[config.mk]
export PLATFORM = sky130hd
export DESIGN_NAME = md_issue_ctrl
export DESIGN_NICKNAME = d
export VERILOG_FILES = /design/src/rtl/md_issue_ctrl.sv
export SDC_FILE = /design/constraint.sdc
export NUM_CORES = 1
export LEC_CHECK = 0
export CAP_MARGIN = 20
export CORE_MARGIN = 2
export CORE_UTILIZATION = 35
export CTS_CLUSTER_SIZE = 20
export DETAILED_ROUTE_END_ITERATION = 12
export GPL_TIMING_DRIVEN = 0
export PLACE_DENSITY = 0.82
export SLEW_MARGIN = 20
export SYNTH_ARGS = -nofsm -noshare
export SYNTH_HDL_FRONTEND = slang
export SYNTH_SLANG_ARGS = --single-unit
[constraint.sdc]
create_clock -name clk -period 3.63 [get_ports clk]
set_input_delay 0.726 -clock clk [delete_from_list [all_inputs] [get_ports clk]]
set_output_delay 0.726 -clock clk [all_outputs]
set_load 0.01 [all_outputs]
[src/rtl/md_issue_ctrl.sv]
// -----------------------------------------------------------------------------
// md_issue_ctrl
//
// E-stage initiator for the multiply/divide unit. Classifies the md-class
// request in E, launches long ops (MULT/MULTU/DIV/DIVU) and moves (MTHI/MTLO)
// into the unit with a registered one-cycle Start pulse, and stalls the front
// of the pipeline while the unit is occupied. MFHI/MFLO reads are served
// combinationally from the unit's HI/LO once no result is outstanding.
//
// The controller remembers an issued long op from the Start cycle until it
// has seen Busy low again. This covers the one-cycle gap between Start and
// Busy rising, so the pipeline never sees a false "idle".
//
// Parameters
//   MAX_WAIT  busy cycles tolerated in one busy period before timeout_err sets
//   CNT_W     wait counter width, 2**CNT_W must exceed MAX_WAIT
//
// Ports
//   clk, reset            rising-edge clock, synchronous active-high reset
//   req_valid/op/a/b      md-class request presented in E this cycle
//   req_flush             exception/eret in E or later, kills this request
//   md_busy, md_hi, md_lo status and results from the mul/div unit
//   md_start/op/d1/d2     registered launch interface to the unit
//   stall                 freeze F/D/E this cycle (combinational)
//   rd_data, rd_valid     MFHI/MFLO result and its qualifier (combinational)
//   timeout_err           sticky: a busy period reached MAX_WAIT cycles
//
// Build option
//   MD_PERF_CNT_EN  when defined, adds stall_cycles (cycles with stall high)
//                   and issue_count (md_start pulses), both 32-bit, wrapping.
// -----------------------------------------------------------------------------
module md_issue_ctrl #(
    parameter int MAX_WAIT = 16,
    parameter int CNT_W    = 5
) (
    input  logic        clk,
    input  logic        reset,
    input  logic        req_valid,
    input  logic [3:0]  req_op,
    input  logic [31:0] req_a,
    input  logic [31:0] req_b,
    input  logic        req_flush,
    input  logic        md_busy,
    input  logic [31:0] md_hi,
    input  logic [31:0] md_lo,
    output logic        md_start,
    output logic [3:0]  md_op,
    output logic [31:0] md_d1,
    output logic [31:0] md_d2,
    output logic        stall,
    output logic [31:0] rd_data,
    output logic        rd_valid,
    output logic        timeout_err
`ifdef MD_PERF_CNT_EN
    ,
    output logic [31:0] stall_cycles,
    output logic [31:0] issue_count
`endif
);

    localparam logic [3:0] OP_MULT  = 4'b0000;
    localparam logic [3:0] OP_MULTU = 4'b0001;
    localparam logic [3:0] OP_DIV   = 4'b0010;
    localparam logic [3:0] OP_DIVU  = 4'b0011;
    localparam logic [3:0] OP_MFHI  = 4'b0100;
    localparam logic [3:0] OP_MFLO  = 4'b0101;
    localparam logic [3:0] OP_MTHI  = 4'b0110;
    localparam logic [3:0] OP_MTLO  = 4'b0111;

    localparam logic [CNT_W-1:0] MAX_WAIT_C = CNT_W'(MAX_WAIT);
    localparam logic [CNT_W-1:0] CNT_ONE    = CNT_W'(1);
    localparam logic [CNT_W-1:0] CNT_ZERO   = CNT_W'(0);

    typedef enum logic [1:0] {
        ST_IDLE  = 2'd0,
        ST_ISSUE = 2'd1,
        ST_WAIT  = 2'd2
    } state_t;

    state_t           state_r;
    state_t           state_s;
    logic [CNT_W-1:0] wait_cnt_r;
    logic [CNT_W-1:0] wait_cnt_s;
    logic             move_pending_r;

    logic             is_long_s;
    logic             is_move_s;
    logic             is_read_s;
    logic             is_legal_s;
    logic             req_live_s;
    logic             unit_active_s;
    logic             issue_s;
    logic             timeout_hit_s;

    // Request classification from the op code; illegal codes fall to default.
    always_comb begin
        is_long_s  = 1'b0;
        is_move_s  = 1'b0;
        is_read_s  = 1'b0;
        is_legal_s = 1'b0;
        case (req_op)
            OP_MULT, OP_MULTU, OP_DIV, OP_DIVU: begin
                is_long_s  = 1'b1;
                is_legal_s = 1'b1;
            end
            OP_MFHI, OP_MFLO: begin
                is_read_s  = 1'b1;
                is_legal_s = 1'b1;
            end
            OP_MTHI, OP_MTLO: begin
                is_move_s  = 1'b1;
                is_legal_s = 1'b1;
            end
            default: begin
                is_legal_s = 1'b0;
            end
        endcase
    end

    // Stall, issue and read-path decisions for the request in E.
    always_comb begin
        // The ISSUE state covers the cycle before Busy rises; WAIT holds
        // until Busy is seen low, so the unit is never reported idle early.
        unit_active_s = (state_r != ST_IDLE) || md_busy;
        req_live_s    = req_valid && !req_flush && is_legal_s;
        // A move launched last cycle has not written HI/LO yet, so a read
        // right behind it waits one more cycle.
        stall         = req_live_s && (unit_active_s || (is_read_s && move_pending_r));
        issue_s       = req_live_s && (is_long_s || is_move_s) && !unit_active_s;
        rd_valid      = req_valid && is_read_s && !stall && !req_flush;
        case (req_op)
            OP_MFHI: rd_data = md_hi;
            OP_MFLO: rd_data = md_lo;
            default: rd_data = 32'd0;
        endcase
    end

    // Next-state and wait-counter logic for one long-op busy period.
    always_comb begin
        state_s       = state_r;
        wait_cnt_s    = wait_cnt_r;
        timeout_hit_s = 1'b0;
        case (state_r)
            ST_IDLE: begin
                if (issue_s && is_long_s) begin
                    state_s = ST_ISSUE;
                end else begin
                    state_s = ST_IDLE;
                end
            end
            ST_ISSUE: begin
                state_s    = ST_WAIT;
                wait_cnt_s = CNT_ZERO;
            end
            ST_WAIT: begin
                if (md_busy) begin
                    state_s = ST_WAIT;
                    if (wait_cnt_r < MAX_WAIT_C) begin
                        wait_cnt_s = wait_cnt_r + CNT_ONE;
                    end else begin
                        wait_cnt_s = wait_cnt_r;
                    end
                    timeout_hit_s = (wait_cnt_s == MAX_WAIT_C);
                end else begin
                    // Flush never aborts an in-flight op; only Busy falling
                    // ends the period.
                    state_s    = ST_IDLE;
                    wait_cnt_s = CNT_ZERO;
                end
            end
            default: begin
                state_s    = ST_IDLE;
                wait_cnt_s = CNT_ZERO;
            end
        endcase
    end

    // State, counter, hazard flag and sticky timeout registers.
    always_ff @(posedge clk) begin
        if (reset) begin
            state_r        <= ST_IDLE;
            wait_cnt_r     <= CNT_ZERO;
            move_pending_r <= 1'b0;
            timeout_err    <= 1'b0;
        end else begin
            state_r        <= state_s;
            wait_cnt_r     <= wait_cnt_s;
            move_pending_r <= issue_s && is_move_s;
            timeout_err    <= timeout_err || timeout_hit_s;
        end
    end

    // Registered launch interface; op and operands hold until the next issue.
    always_ff @(posedge clk) begin
        if (reset) begin
            md_start <= 1'b0;
            md_op    <= 4'd0;
            md_d1    <= 32'd0;
            md_d2    <= 32'd0;
        end else begin
            md_start <= issue_s;
            if (issue_s) begin
                md_op <= req_op;
                md_d1 <= req_a;
                md_d2 <= req_b;
            end else begin
                md_op <= md_op;
                md_d1 <= md_d1;
                md_d2 <= md_d2;
            end
        end
    end

`ifdef MD_PERF_CNT_EN
    // Performance counters: stall cycles and Start pulses, both wrapping.
    always_ff @(posedge clk) begin
        if (reset) begin
            stall_cycles <= 32'd0;
            issue_count  <= 32'd0;
        end else begin
            if (stall) begin
                stall_cycles <= stall_cycles + 32'd1;
            end else begin
                stall_cycles <= stall_cycles;
            end
            if (md_start) begin
                issue_count <= issue_count + 32'd1;
            end else begin
                issue_count <= issue_count;
            end
        end
    end
`else
    // Without the performance option there are no counters to maintain.
`endif

endmodule

==> impl_metrics.env, run 1 <==
export IMPL_path_clk_slew_ns=0.07
export IMPL_place_hpwl_um=9644
export IMPL_critPathBufInv=4
export IMPL_vdd_ir_drop_max_mv=0.1633
export IMPL_tritoncts="done"
export IMPL_skew_ns=0.008095
export IMPL_cts_buffers_inserted=9
export IMPL_power_density_mw_per_mm2=314.5
export IMPL_nets=810
export IMPL_finalSetupTns_ns=0
export IMPL_ys_flop_type="dfxtp_1"
export IMPL_dr_pass1_iters=7
export IMPL_antenna_found_initial=0
export IMPL_finalSetupViolations=0
export IMPL_drt_total_wl_um=11670
export IMPL_place_ws_ns=0.1630
export IMPL_place_gp_congestion=0.8304
export IMPL_dieArea_mm2=0.01026
export IMPL_clk_latency_ns=0.35
export IMPL_reg2reg_from="state_r[1]$_SDFF_PP0_"
export IMPL_synth_seq_area_share_pct=47.13
export IMPL_grt_pass1_vias=3832
export IMPL_synthesis_instances=423
export IMPL_crit_family="buffers and inverters"
export IMPL_cp_slowest_stage_delay_ns=0.56
export IMPL_met2_usage_pct=43.96
export IMPL_crit_start="req_op[2]"
export IMPL_wl_per_cell_um=14.80
export IMPL_die_x_um=101.3
export IMPL_crit_slowest_cell="clkdlybuf4s50_1"
export IMPL_outcome="finished clean"
export IMPL_path_class="input pin to primary output"
export IMPL_grt_pass1_wl_um=17680
export IMPL_drcViolationCount=0
export IMPL_maxCapViolations=0
export IMPL_finalCritPeriodShare_pct=94.22
export IMPL_grt_use_met3_pct=4.969
export IMPL_async_flop_share_pct=0
export IMPL_hold_class="flip-flop to flip-flop"
export IMPL_synth_seq_cells=78
export IMPL_die_h_um=101.3
export IMPL_use_met1_pct=21.13
export IMPL_startpoint_type="input pin"
export IMPL_drtAntennaViolNets=0
export IMPL_tightest_slew_ns=0.5952
export IMPL_worst_slack_ns=0.2099
export IMPL_cts_setup_buffers=0
export IMPL_root_buffer="clkbuf_8"
export IMPL_io_buffers=238
export IMPL_netlist_area_mm2=0.003313
export IMPL_start_util_pct=36.03
export IMPL_yosysWarnings=0
export IMPL_busiest_layer="met2"
export IMPL_htreeDepth=3
export IMPL_cp_end_kind="primary output"
export IMPL_crit_chain="clkdlybuf4s50_1 -> nor2b_1 -> nand2b_1 -> clkbuf_1 -> clkbuf_1 -> nor2_1 -> clkdlybuf4s50_1"
export IMPL_critical_path_arrival_ns=2.69
export IMPL_relSlewSlack_pct=60.32
export IMPL_synth_nets=561
export IMPL_core_mm2=0.009196
export IMPL_rsz0062_at_grt="no"
export IMPL_path_max_fanout=10
export IMPL_p_leak_uw=0.002195
export IMPL_groute_usage_overall_pct=22.05
export IMPL_syn_area_per_cell_um2=7.833
export IMPL_grt_max_degree=14
export IMPL_synth_edf_count=0
export IMPL_antennaDiodeCount=0
export IMPL_holdWs_ns=0.4551
export IMPL_drtIter0Drc=79
export IMPL_layout_min_cycle_time_ns=3.420
export IMPL_clk_path_buf_depth=2
export IMPL_worstHoldStart="md_d1[15]$_SDFFE_PP0P_"
export IMPL_hold_viol_final=0
export IMPL_synth_distinct_cells=29
export IMPL_cts_sinks=78
export IMPL_final_max_slew_viol_count=0
export IMPL_area_growth_pct=82.85
export IMPL_fmax_mhz=292.4
export IMPL_grt_overflow_total=0
export IMPL_drive_gt1_share_pct=5.170
export IMPL_required_ns=2.90
export IMPL_io_pins=241
export IMPL_vias=3775
export IMPL_rows=35
export IMPL_vias_per_cell=4.791
export IMPL_holdBufCountCts=0
==> logic make-up (layout without fill, tap and decap cells) <==
kind of cell / Yosys count / count (layout) / share of synthesized area (%)
adder cells (fa/ha/maj): 1 / 1 / 0.3776
buffers and inverters: 34 / 288 / 5.400
AO/OA/AOI/OAI: 81 / 81 / 12.61
multiplexers: 32 / 32 / 9.668
flip-flops: 78 / 78 / 47.13
AND/OR/NAND/NOR: 195 / 195 / 24.28
XOR/XNOR: 2 / 2 / 0.5288
==> layer usage <==
metal / up-vias / routed length (um)
met5: - / 0
met4: 0 / 355
met3: 23 / 770
met2: 159 / 6466
met1: 1711 / 4073
li1: 1882 / -
==> through the flow <==
step | total power [uW] | utilization [%] | std cells | area [um^2]
final | 1905 | 65.88 | 788 | 6058
after global routing | 1981 | 65.88 | 788 | 6058
after CTS | 1922 | 65.86 | 788 | 6057
after detailed placement | 1209 | 63.44 | 772 | 5834
after global placement | 1204 | 63.44 | 772 | 5834
after floorplan | 989.9 | - | 423 | 3313
==> power by group <==
part	switching, uW	internal, uW
Combinational	108	202
Clock	311	408
Sequential	7.22	868
==> worst paths after layout <==
check        slack, ns                     end  cells after the start
max reg2reg       2.13  md_d1[30]$_SDFFE_PP0P_                      6
min               0.46  md_d1[15]$_SDFFE_PP0P_                      2
min reg2reg       0.46  md_d1[15]$_SDFFE_PP0P_                      2
max               0.21             rd_data[10]                      7
==> layout make-up <==
type / count / area (um^2)
sequential: 78 / 1562
clock inverter: 5 / 81.33
fill: 766 / 3138
tap: 111 / 138.9
clock buffer: 11 / 141.4
inverter: 3 / 11.26
buffer: 31 / 168.9
multi-input combinational: 311 / 1573
timing repair buffer: 238 / 2382
==> flip-flops by register name (all words and copies together), names as in the netlist <==
register        flops
md_start            1
move_pending_r      1
wait_cnt_r          5
md_op               4
md_d2              32
timeout_err         1
md_d1              32
state_r             2
==> worst reg2reg max path: cells and delay by family, from the launching register on <==
kind / cells / cell delay, ns
buffers and inverters: 2 / 0.43
and+or+nand+nor: 3 / 0.51
AOI/OAI and AO/OA: 1 / 0.06
DFF: 1 / 0.37
==> cells in the final DEF (no fill, tap or decap), types with 5 or more instances in the layout <==
| cell type | synthesis | final |
|---|---|---|
| a21oi_1 | 73 | 73 |
| nor2_1 | 40 | 40 |
| clkbuf_8 | 0 | 10 |
| nor3_1 | 6 | 6 |
| clkbuf_1 | 15 | 15 |
| clkdlybuf4s50_1 | 0 | 238 |
| mux2i_1 | 32 | 32 |
| dfxtp_1 | 78 | 78 |
| buf_2 | 11 | 11 |
| buf_6 | 5 | 5 |
| nand2_1 | 133 | 133 |
==> cell usage after synthesis, drive strengths merged, types with 3 or more instances <==
master / n / share of area [%]
dfxtp: 78 / 47
mux2i: 32 / 9.7
nor3: 7 / 1.4
nor2: 40 / 4.5
inv: 3 / 0.34
nand2b: 3 / 0.57
a21oi: 73 / 11
nand2: 133 / 15
buf: 16 / 3.4
o21ai: 3 / 0.45
clkbuf: 15 / 1.7
==> what timing repair did <==
item / CTS / global route
setup endpoints to repair: 0 / 2
gates resized for setup: 0 / 2
hold endpoints to repair: 0 / 0
Power figures use the tool's default switching activity.
==> inputs of run 2 (changes only) <==
--- a/config.mk
+++ b/config.mk
@@ -6,8 +6,9 @@
 export NUM_CORES = 1
 export LEC_CHECK = 0
 export CAP_MARGIN = 20
-export CORE_MARGIN = 2
+export CORE_MARGIN = 3
 export CORE_UTILIZATION = 35
+export CTS_CLUSTER_DIAMETER = 100
 export CTS_CLUSTER_SIZE = 20
 export DETAILED_ROUTE_END_ITERATION = 12
 export GPL_TIMING_DRIVEN = 0
==> impl_metrics.env, run 2 (synthesis gave the netlist of run 1 again) <==
export IMPL_path_clk_slew_ns=0.07
export IMPL_io_pins=241
export IMPL_place_area_mm2=0.005853
export IMPL_finalCritPeriodShare_pct=94.27
export IMPL_relSlewSlack_pct=64.51
export IMPL_drtIter0Drc=118
export IMPL_drt_total_wl_um=11600
export IMPL_clk_path_buf_depth=2
export IMPL_startpoint_type="input pin"
export IMPL_finalSetupTns_ns=0
export IMPL_power_density_mw_per_mm2=302.5
export IMPL_final_max_slew_viol_count=0
export IMPL_hold_viol_final=0
export IMPL_seqCellArea_mm2=0.001562
export IMPL_htreeDepth=3
export IMPL_drcViolationCount=0
export IMPL_instances_no_fill=803
export IMPL_finalSetupViolations=0
export IMPL_fill_cells=733
export IMPL_cts_setup_buffers=0
export IMPL_dp_cells=787
export IMPL_path_max_fanout=10
export IMPL_holdBufCountCts=0
export IMPL_grt_pass1_vias=3830
export IMPL_dr_pass1_iters=4
export IMPL_cp_end_kind="primary output"
export IMPL_maxCapViolations=0
export IMPL_final_common_cell="clkdlybuf4s50_1"
export IMPL_grt_max_degree=14
export IMPL_vias_per_cell=4.761
export IMPL_crit_slowest_cell="clkdlybuf4s50_1"
export IMPL_fin_area_mm2=0.006055
export IMPL_skew_ns=0.004552
export IMPL_critical_path_arrival_ns=2.70
export IMPL_hold_class="flip-flop to flip-flop"
export IMPL_die_x_um=103.3
export IMPL_holdWs_ns=0.4543
export IMPL_cts_buffers_inserted=9
export IMPL_antenna_found_initial=0
export IMPL_drive_gt1_share_pct=5.465
export IMPL_grt_pass1_wl_um=17680
export IMPL_rsz0062_at_grt="no"
export IMPL_core_mm2=0.008976
export IMPL_reg_largest_list="md_d1 x32, md_d2 x32, wait_cnt_r x5"
export IMPL_fmax_mhz=292.2
export IMPL_wl_per_cell_um=14.45
export IMPL_multi_input_area_mm2=0.001573
export IMPL_io_buffers=238
export IMPL_path_class="input pin to primary output"
export IMPL_layout_min_cycle_time_ns=3.422
export IMPL_layout_common_cells="clkdlybuf4s50_1, nand2_1, dfxtp_1"
export IMPL_vdd_ir_drop_max_mv=0.1560
export IMPL_vias=3823
export IMPL_rows=34
export IMPL_dieArea_mm2=0.01067
export IMPL_nets=810
export IMPL_tightest_slew_ns=0.5324
export IMPL_post_cts_resized=0
export IMPL_groute_usage_overall_pct=21.28
export IMPL_place_hpwl_um=9666
export IMPL_tritoncts="done"
export IMPL_cts_sinks=78
export IMPL_cp_slowest_stage_delay_ns=0.55
export IMPL_antennaDiodeCount=0
export IMPL_required_ns=2.90
export IMPL_clk_latency_ns=0.35
export IMPL_die_h_um=103.3
export IMPL_p_leak_uw=0.002190
export IMPL_place_gp_congestion=0.8275
export IMPL_crit_chain="clkdlybuf4s50_1 -> nor2b_1 -> nand2b_1 -> clkbuf_1 -> clkbuf_1 -> nor2_1 -> clkdlybuf4s50_1"
export IMPL_start_util_pct=36.91
export IMPL_p_total_uw=1831
export IMPL_drtAntennaViolNets=0
export IMPL_outcome="finished clean"
export IMPL_area_growth_pct=82.74
export IMPL_grt_overflow_total=0
export IMPL_root_buffer="clkbuf_8"
==> run 2: changes by cell type in the layout (fill, tap and decap cells not counted) <==
cell,before,now
bufinv_16,2,1
clkbuf_1,15,13
clkbuf_2,1,2
clkinv_2,1,3
clkinv_4,0,1
inv_6,1,0
==> run 2: metal layers <==
| layer | global-route usage (%) | share of wire (%) | routed length, um | vias up |
|---|---|---|---|---|
| met5 | 0 | 0 | 0 | - |
| met4 | 11.16 | 5.2 | 600 | 0 |
| met3 | 9.121 | 11 | 1242 | 42 |
| met2 | 39.37 | 51 | 5884 | 188 |
| met1 | 19.66 | 33 | 3877 | 1710 |
| li1 | - | - | - | 1883 |
==> run 2: worst max-delay path, delay by kind of cell <==
| kind | cells | cell delay, ns |
|---|---|---|
| AND/OR/NAND/NOR | 3 | 0.44 |
| buffers and inverters | 4 | 1.53 |
==> run 2: area by class of cell <==
| cell class | count | share of cell area (%) |
|---|---|---|
| plain buffers | 31 | 2.810 |
| clock buffers | 10 | 2.273 |
| clock inverters | 6 | 1.013 |
| inverters | 3 | 0.1860 |
| multi-input cells | 311 | 25.98 |
| flip-flops and latches | 78 | 25.79 |
| well taps | 126 | 2.604 |
| repair buffers | 238 | 39.35 |
==> run 2: where the power goes <==
group | total (uW) | switching [uW] | internal, uW | leakage, uW
sequential | 875 | 6.91 | 868 | 0.000630
combinational | 310 | 108 | 202 | 0.00146
clock | 646 | 312 | 334 | 0.000102
total | 1830 | 427 | 1400 | 0.00219
==> run 2: final timing paths <==
path / startpoint / cells past startpoint / slack [ns] / to
max: req_op[2] / 7 / 0.21 / rd_data[10]
min: md_d1[20]$_SDFFE_PP0P_ / 2 / 0.45 / md_d1[20]$_SDFFE_PP0P_
max reg2reg: state_r[1]$_SDFF_PP0_ / 6 / 2.14 / md_d2[0]$_SDFFE_PP0P_
min reg2reg: md_d1[20]$_SDFFE_PP0P_ / 2 / 0.45 / md_d1[20]$_SDFFE_PP0P_
==> run 2: through the flow <==
stage | setup slack, ns | utilization [%]
global route | 0.02993 | 67.45
finish | 0.2079 | 67.45
CTS | 0.1366 | 67.42
floorplan | 1.384 | -
detailed placement | 0.1353 | 65.21
global placement | 0.1989 | 65.21
==> inputs of run 3 (changes only) <==
--- a/config.mk
+++ b/config.mk
@@ -7,12 +7,12 @@
 export LEC_CHECK = 0
 export CAP_MARGIN = 20
 export CORE_MARGIN = 3
-export CORE_UTILIZATION = 35
+export CORE_UTILIZATION = 37
 export CTS_CLUSTER_DIAMETER = 100
 export CTS_CLUSTER_SIZE = 20
 export DETAILED_ROUTE_END_ITERATION = 12
 export GPL_TIMING_DRIVEN = 0
-export PLACE_DENSITY = 0.82
+export PLACE_DENSITY = 0.86
 export SLEW_MARGIN = 20
 export SYNTH_ARGS = -nofsm -noshare
 export SYNTH_HDL_FRONTEND = slang
==> impl_metrics.env, run 3 (synthesis gave the netlist of run 1 again) <==
export IMPL_outcome="finished clean"
export IMPL_path_clk_slew_ns=0.07
export IMPL_path_class="input pin to primary output"
export IMPL_groute_usage_overall_pct=23.32
export IMPL_cp_slowest_stage_delay_ns=0.57
export IMPL_final_common_cell="clkdlybuf4s50_1"
export IMPL_power_density_mw_per_mm2=332.2
export IMPL_maxCapViolations=0
export IMPL_place_hpwl_um=9907
export IMPL_crit_chain="clkdlybuf4s50_1 -> nor2b_1 -> nand2b_1 -> clkbuf_1 -> clkbuf_1 -> nor2_1 -> clkdlybuf4s50_1"
export IMPL_rsz0062_at_grt="no"
export IMPL_relSlewSlack_pct=63.40
export IMPL_cts_sinks=78
export IMPL_crit_start="req_op[2]"
export IMPL_htreeDepth=3
export IMPL_dieArea_mm2=0.01013
export IMPL_place_gp_congestion=0.8354
export IMPL_instances_no_fill=782
export IMPL_p_leak_uw=0.002213
export IMPL_fill_cells=620
export IMPL_finalSetupTns_ns=0
export IMPL_fin_area_mm2=0.006088
export IMPL_path_max_fanout=10
export IMPL_holdBufCountCts=0
export IMPL_vias=3788
export IMPL_die_x_um=100.6
export IMPL_crit_slowest_cell="clkdlybuf4s50_1"
export IMPL_hold_viol_final=0
export IMPL_drt_total_wl_um=12000
export IMPL_grt_max_degree=14
export IMPL_vdd_ir_drop_max_mv=0.1974
export IMPL_dp_cells=766
export IMPL_clk_path_buf_depth=2
export IMPL_dr_pass1_iters=4
export IMPL_nets=810
export IMPL_cts_setup_buffers=0
export IMPL_start_util_pct=39.14
export IMPL_reg_largest_list="md_d1 x32, md_d2 x32, wait_cnt_r x5"
export IMPL_io_buffers=238
export IMPL_drtAntennaViolNets=0
export IMPL_final_max_slew_viol_count=0
export IMPL_grt_pass1_vias=3823
export IMPL_antennaDiodeCount=0
export IMPL_drcViolationCount=0
export IMPL_finalCritPeriodShare_pct=96.17
export IMPL_skew_ns=0.003874
export IMPL_seqCellArea_mm2=0.001562
export IMPL_tightest_slew_ns=0.5490
export IMPL_tritoncts="done"
export IMPL_place_area_mm2=0.005827
export IMPL_drive_gt1_share_pct=5.022
export IMPL_rows=33
export IMPL_finalSetupViolations=0
export IMPL_critPathBufInv=4
export IMPL_multi_input_area_mm2=0.001573
export IMPL_cp_end_kind="primary output"
export IMPL_root_buffer="clkbuf_8"
export IMPL_layout_min_cycle_time_ns=3.491
export IMPL_core_mm2=0.008464
export IMPL_vias_per_cell=4.844
export IMPL_critical_path_arrival_ns=2.76
export IMPL_layout_common_cells="clkdlybuf4s50_1, nand2_1, dfxtp_1"
export IMPL_reg2reg_slack_ns=2.17
export IMPL_cts_buffers_inserted=9
export IMPL_wl_per_cell_um=15.35
export IMPL_reg2reg_from="state_r[1]$_SDFF_PP0_"
export IMPL_holdWs_ns=0.4568
export IMPL_drtIter0Drc=81
export IMPL_die_h_um=100.6
export IMPL_required_ns=2.90
export IMPL_grt_pass1_wl_um=18430
export IMPL_antenna_found_initial=0
export IMPL_hold_class="flip-flop to flip-flop"
export IMPL_clk_latency_ns=0.34
export IMPL_worstHoldStart="md_d2[26]$_SDFFE_PP0P_"
export IMPL_p_total_uw=2023
export IMPL_area_growth_pct=83.76
export IMPL_post_cts_resized=0
export IMPL_crit_family="buffers and inverters"
export IMPL_fmax_mhz=286.5
export IMPL_io_pins=241
export IMPL_startpoint_type="input pin"
export IMPL_grt_overflow_total=0
## run 3: changes by cell type in the layout (fill, tap and decap cells not counted)
cell,before,now
clkinv_2,3,1
clkbuf_2,2,0
clkinvlp_4,1,0
bufinv_16,1,4
clkbuf_1,13,16
clkbuf_8,10,9
## run 3: layer usage
layer	GRT usage [%]	vias to the layer above	share of wire, %
met2	44.25	179	52
met5	0	-	0
met1	22.99	1696	35
met3	7.336	26	9.4
li1	-	1887	-
met4	9.948	0	3.2
## run 3: final cells by class
class	instances	share of cell area, %
timing repair buffer	238	39.13
inverter	3	0.1850
clock inverter	6	2.199
clock buffer	10	2.096
buffer	31	2.754
tap	105	2.158
sequential	78	25.65
multi-input combinational	311	25.83
## run 3: worst paths after layout
| path | endpoint | cells after the start |
|---|---|---|
| setup / recovery | rd_data[8] | 7 |
| hold / removal | md_d2[26]$_SDFFE_PP0P_ | 2 |
| setup reg to reg | md_d2[31]$_SDFFE_PP0P_ | 6 |
| hold reg to reg | md_d2[26]$_SDFFE_PP0P_ | 2 |
## run 3: power by group
group          internal [uW]  total, uW  switching, uW  leakage, uW
sequential               868        875           7.03     0.000630
combinational            202        313            111      0.00145
clock                    527        834            308     0.000130
total                   1600       2020            425      0.00221
## run 3: per-stage QoR
| stage | util [%] | setup WS [ns] |
|---|---|---|
| after floorplan | - | 1.384 |
| after global placement | 68.84 | 0.1642 |
| after detailed placement | 68.84 | 0.1232 |
| after CTS | 71.93 | 0.1268 |
| after global routing | 71.93 | 0.009156 |
| final | 71.93 | 0.1392 |
## run 3: tightest hold or removal path, delay by kind of cell, from the launching register on
family	cells	cell delay (ns)
simple gates	1	0.05
compound gates	1	0.05
flops	1	0.31
==> edit 1: new RTL, flow settings as in run 1 <==
`CNT_W`: 5 -> 10.
--- a/src/rtl/md_issue_ctrl.sv
+++ b/src/rtl/md_issue_ctrl.sv
@@ -31,7 +31,7 @@
 // -----------------------------------------------------------------------------
 module md_issue_ctrl #(
     parameter int MAX_WAIT = 16,
-    parameter int CNT_W    = 5
+    parameter int CNT_W    = 10
 ) (
     input  logic        clk,
     input  logic        reset,
Check against the original RTL: same outputs for any inputs over 4 cycles, from zero or initial values and one cycle with reset high; that may be too few to reach the edited logic, so the function may still have changed.
==> edit 1 against run 1 <==
Area after synthesis rose by 6.6%. Cell area is 3.9% higher. Sequential cell count grew 5. Total power is 0.81% higher. Setup slack worse by 0.075 ns. Via count is 4.3% higher. Routed wire length rose by 5.7%. Largest cell class unchanged.
==> edit 1: results (changes against run 1) <==
GLOBAL_ROUTE_WIRE_LENGTH_BEFORE_REPAIR_MICRONS=19240  # was 17680 microns
GROUTE.USAGE.OVERALL_PCT=22.20  # was 22.05%
SYNTH.NET_COUNT=578  # was 561
HALF_PERIMETER_WIRE_LENGTH_AFTER_PLACEMENT_MICRONS=10010  # was 9644 microns
POST_DRT_VIA_CELL_RATIO=4.763  # was 4.791
WORST_CLOCK_SKEW_NS=0.01174  # was 0.008095 ns
SLOWEST_DELAY_NS=0.59  # was 0.56 ns
FF2FF_SETUP_SLACK_NS=1.95  # was 2.13 ns
MET3_LENGTH_MICRONS=884  # was 770 microns
MET2_ROUTED_WL_MICRONS=6697  # was 6466 microns
CRIT_PATH_END='rd_data[27]'  # was rd_data[10]
STATUS='finished, final reports clean'  # unchanged
POWER_LEAKAGE_nW=2.314  # was 2.195 nW
FINALNETCOUNT=827  # was 810
P_INT_W=0.001465  # was 0.001478 W
ROUTED_WIRE_LENGTH_PER_INSTANCE_MICRONS=14.91  # was 14.80 microns
SLEW-LIMIT-HEADROOM_PCT=60.73  # was 60.32%
SYN-INSTANCE-COUNT=440  # was 423
FILLERS=833  # was 766
DRT_FIRST_ITER_VIOLATIONS=129  # was 79
DR_TOTAL_VIAS=3939  # was 3775
GROUTE.LAYER.MET2.USAGE_PCT=43.74  # was 43.96%
GRT_MAX_DEGREE=15  # was 14
USE_MET3_PCT=5.138  # was 4.969%
SYNTH_TOP_CELLS_BY_AREA='sky130_fd_sc_hd__dfxtp_1 47%, sky130_fd_sc_hd__nand2_1 14%, sky130_fd_sc_hd__a21oi_1 10%'  # was sky130_fd_sc_hd__dfxtp_1 47%, sky130_fd_sc_hd__nand2_1 15%, sky130_fd_sc_hd__a21oi_1 11%
GR-USAGE-MET1_PCT=22.17  # was 21.13%
## edit 1: cell count changes in the layout (fill, tap and decap cells not counted), sizes merged, moves of 2 or more
cell	run 1	this run
clkdlybuf4s50	238	235
and2	2	7
nor4	0	4
dlymetal6s2s	0	3
a211oi	0	2
nor3	7	5
dfxtp	78	83
and3	1	3
clkinvlp	1	3
nand3	2	4
nor2	40	38
## edit 1: critical path: cells and delay by family
kind	cells	cell delay (ns)
and+or+nand+nor	3	0.53
buffers and inverters	4	1.50
## edit 1: cells by family (layout without fill, tap and decap cells)
kind of cell | after synthesis | in the layout | share of synthesized area (%)
simple gates | 206 | 206 | 25.57
flops | 83 | 83 | 47.03
compound gates | 82 | 82 | 12.29
buf+inv | 34 | 288 | 5.170
mux | 33 | 33 | 9.349
fa+ha+maj | 1 | 1 | 0.3541
xor+xnor | 1 | 1 | 0.2479
## edit 1: how the worst min path moves through the flow
stage	cells after the start	start	end	slack, ns
3_5_place_dp	2	md_d2[11]$_SDFFE_PP0N_	md_d2[11]$_SDFFE_PP0N_	0.45
4_1_cts	2	md_d2[24]$_SDFFE_PP0N_	md_d2[24]$_SDFFE_PP0N_	0.46
6_report	2	md_d2[24]$_SDFFE_PP0N_	md_d2[24]$_SDFFE_PP0N_	0.46
3_3_place_gp	2	md_d2[24]$_SDFFE_PP0N_	md_d2[24]$_SDFFE_PP0N_	0.44
5_1_grt	2	md_d1[5]$_SDFFE_PP0N_	md_d1[5]$_SDFFE_PP0N_	0.48
2_1_floorplan	1	wait_cnt_r[9]$_SDFFE_PP0P_	wait_cnt_r[9]$_SDFFE_PP0P_	0.46
## edit 1: through the flow
| step | hold slack, ns | power (W) | instance area [sq um] | setup slack (ns) |
|---|---|---|---|---|
| after global placement | 0.4408 | 0.001263 | 6082 | 0.07505 |
| after detailed placement | 0.4453 | 0.001268 | 6082 | 0.01361 |
| after floorplan | 0.4592 | 0.001047 | 3533 | 1.224 |
| after CTS | 0.4574 | 0.001937 | 6285 | 0.01614 |
| final | 0.4557 | 0.001921 | 6296 | 0.1353 |
| after global routing | 0.4824 | 0.001996 | 6296 | 0.01348 |
## edit 1: power groups by stage
stage,combinational (W),sequential (W),clock [W]
finish,0.000314,0.000930,0.000676
global route,0.000337,0.000932,0.000726
CTS,0.000317,0.000930,0.000689
detailed placement,0.000316,0.000952,0
global placement,0.000312,0.000951,0
floorplan,0.0000893,0.000957,0
## edit 1: area by class of cell
type	instances	area (sq um)	area share, %
buffer	31	175.2	2.782
multi-input combinational	323	1689	26.83
timing repair buffer	238	2390	37.96
clock buffer	11	141.4	2.246
sequential	83	1662	26.39
tap	133	166.4	2.643
clock inverter	5	61.31	0.9738
inverter	3	11.26	0.1789
==> edit 2: new RTL, settings of run 1 <==
Without the edit above. The 3 states of `state_t` get a one-hot encoding in 3 bits.
--- a/src/rtl/md_issue_ctrl.sv
+++ b/src/rtl/md_issue_ctrl.sv
@@ -71,10 +71,10 @@
     localparam logic [CNT_W-1:0] CNT_ONE    = CNT_W'(1);
     localparam logic [CNT_W-1:0] CNT_ZERO   = CNT_W'(0);
 
-    typedef enum logic [1:0] {
-        ST_IDLE  = 2'd0,
-        ST_ISSUE = 2'd1,
-        ST_WAIT  = 2'd2
+    typedef enum logic [2:0] {
+        ST_IDLE  = 3'b001,
+        ST_ISSUE = 3'b010,
+        ST_WAIT  = 3'b100
     } state_t;
 
     state_t           state_r;
Check against the original RTL: no difference found for any inputs over 10 cycles, from zero or initial values and one cycle with reset high; not proved beyond that.
==> edit 2 against run 1 <==
Routed wire length grew 3.5%. Sequential cell count grew 1. Clock power shrank 8.9%. First-iteration DRC count grew 13%. Critical path depth shrank 2. Cell area grew 3.1%. Synthesized cell count grew 2.8%. Area after synthesis grew 5.7%. Combinational power grew 3%. Setup slack lost 0.091 ns. Hold slack gained 0.0018 ns. Non-clock buffer count grew 2. Largest power group unchanged. Total power shrank 2.3%.
==> edit 2: results (changes against run 1) <==
STARTPOINT='req_op[1]'  # was req_op[2]
HALF_PERIMETER_WIRE_LENGTH_AFTER_PLACEMENT_MICRONS=9653  # was 9644 microns
FILLERS=849  # was 766
SYNTH_AREA_PER_CELL_SQ_UM=8.048  # was 7.833 sq um
POWER_LEAKAGE_nW=2.225  # was 2.195 nW
CRITICAL_PATH.REG2REG.STARTPOINT='state_r[2]$_SDFF_PP0_'  # was state_r[1]$_SDFF_PP0_
STATUS='finished, final reports clean'  # unchanged
MAX_FREQ_MHz=284.8  # was 292.4 MHz
PLACEMENT.SETUP.WORST_SLACK_NS=-0.1453  # was 0.1630 ns
WORST_HOLD_PATH.ENDPOINT='md_d2[30]$_SDFFE_PP0N_'  # was md_d1[15]$_SDFFE_PP0P_
REG2REGPATHDEPTH=7  # was 6
VIAS_IN_THE_FIRST_GLOBAL_ROUTE=3875  # was 3832
POWER.NET_SWITCHING_W=0.0004418  # was 0.0004269 W
SEQ-POWER_W=0.000887  # was 0.000876 W
SYNTH.NET_COUNT=573  # was 561
DRIVE_GT1_SHARE_PCT=7.849  # was 5.170%
ROUTED_WIRE_LENGTH_PER_INSTANCE_MICRONS=14.71  # was 14.80 microns
DPL_CELL_AREA_SQ_UM=6050  # was 5834 sq um
SLOWEST_STAGE_CELL_CRIT_PATH='sky130_fd_sc_hd__or3b_2'  # was sky130_fd_sc_hd__clkdlybuf4s50_1
NUMBER_OF_PLACED_INSTANCES_WITH_TAPS_INCLUDED=806  # was 772
POST_DRT_VIA_CELL_RATIO=4.766  # was 4.791
CRIT_PATH_END='rd_data[9]'  # was rd_data[10]
SYNTH.CELLS.MOST_FREQUENT='125 x sky130_fd_sc_hd__nand2_1, 79 x sky130_fd_sc_hd__dfxtp_1, 59 x sky130_fd_sc_hd__a21oi_1'  # was 133 x sky130_fd_sc_hd__nand2_1, 78 x sky130_fd_sc_hd__dfxtp_1, 73 x sky130_fd_sc_hd__a21oi_1
MET2_ROUTED_WL_MICRONS=6332  # was 6466 microns
CTS_RESIZED=4  # was 0
SLEW-LIMIT-HEADROOM_PCT=45.63  # was 60.32%
DETAIL_ROUTE.WIRELENGTH.MET1_MICRONS=4431  # was 4073 microns
DESIGN_POWER_TOTAL_W=0.001862  # was 0.001905 W
POWER_CLOCK_W=0.000655  # was 0.000719 W
GP_ROUTABILITY_CONGESTION=0.8698  # was 0.8304
GROUTE.LAYER.MET2.USAGE_PCT=40.55  # was 43.96%
FINALNETCOUNT=821  # was 810
FF2FF_SETUP_SLACK_NS=1.26  # was 2.13 ns
USE_MET3_PCT=5.388  # was 4.969%
GR-USAGE-MET1_PCT=22.58  # was 21.13%
edit 2: cell count changes in the layout (fill, tap and decap cells not counted), sizes merged, moves of 2 or more:
cell,run 1,this run
a21oi,73,69
clkbuf,26,29
nor2,40,43
a22oi,1,3
and2,2,0
clkinvlp,1,3
inv,4,2
nand2,133,135
nor3,7,5
nor3b,2,4
nor4,0,2
xnor2,0,2
edit 2: cells by family (layout without fill, tap and decap cells):
| group | count (synthesis) | count (layout) | synth area share [%] |
|---|---|---|---|
| simple gates | 203 | 203 | 25.52 |
| compound gates | 79 | 79 | 12.97 |
| flops | 79 | 79 | 45.18 |
| buf+inv | 36 | 289 | 5.468 |
| mux | 34 | 34 | 9.757 |
| xor+xnor | 3 | 3 | 0.7507 |
| fa+ha+maj | 1 | 1 | 0.3573 |
edit 2: area by class of cell:
cell class,count,area share [%]
plain buffers,33,2.964
clock buffers,11,2.263
clock inverters,5,0.9211
inverters,2,0.1201
multi-input cells,320,27.65
flip-flops and latches,79,25.31
well taps,133,2.663
repair buffers,238,38.11
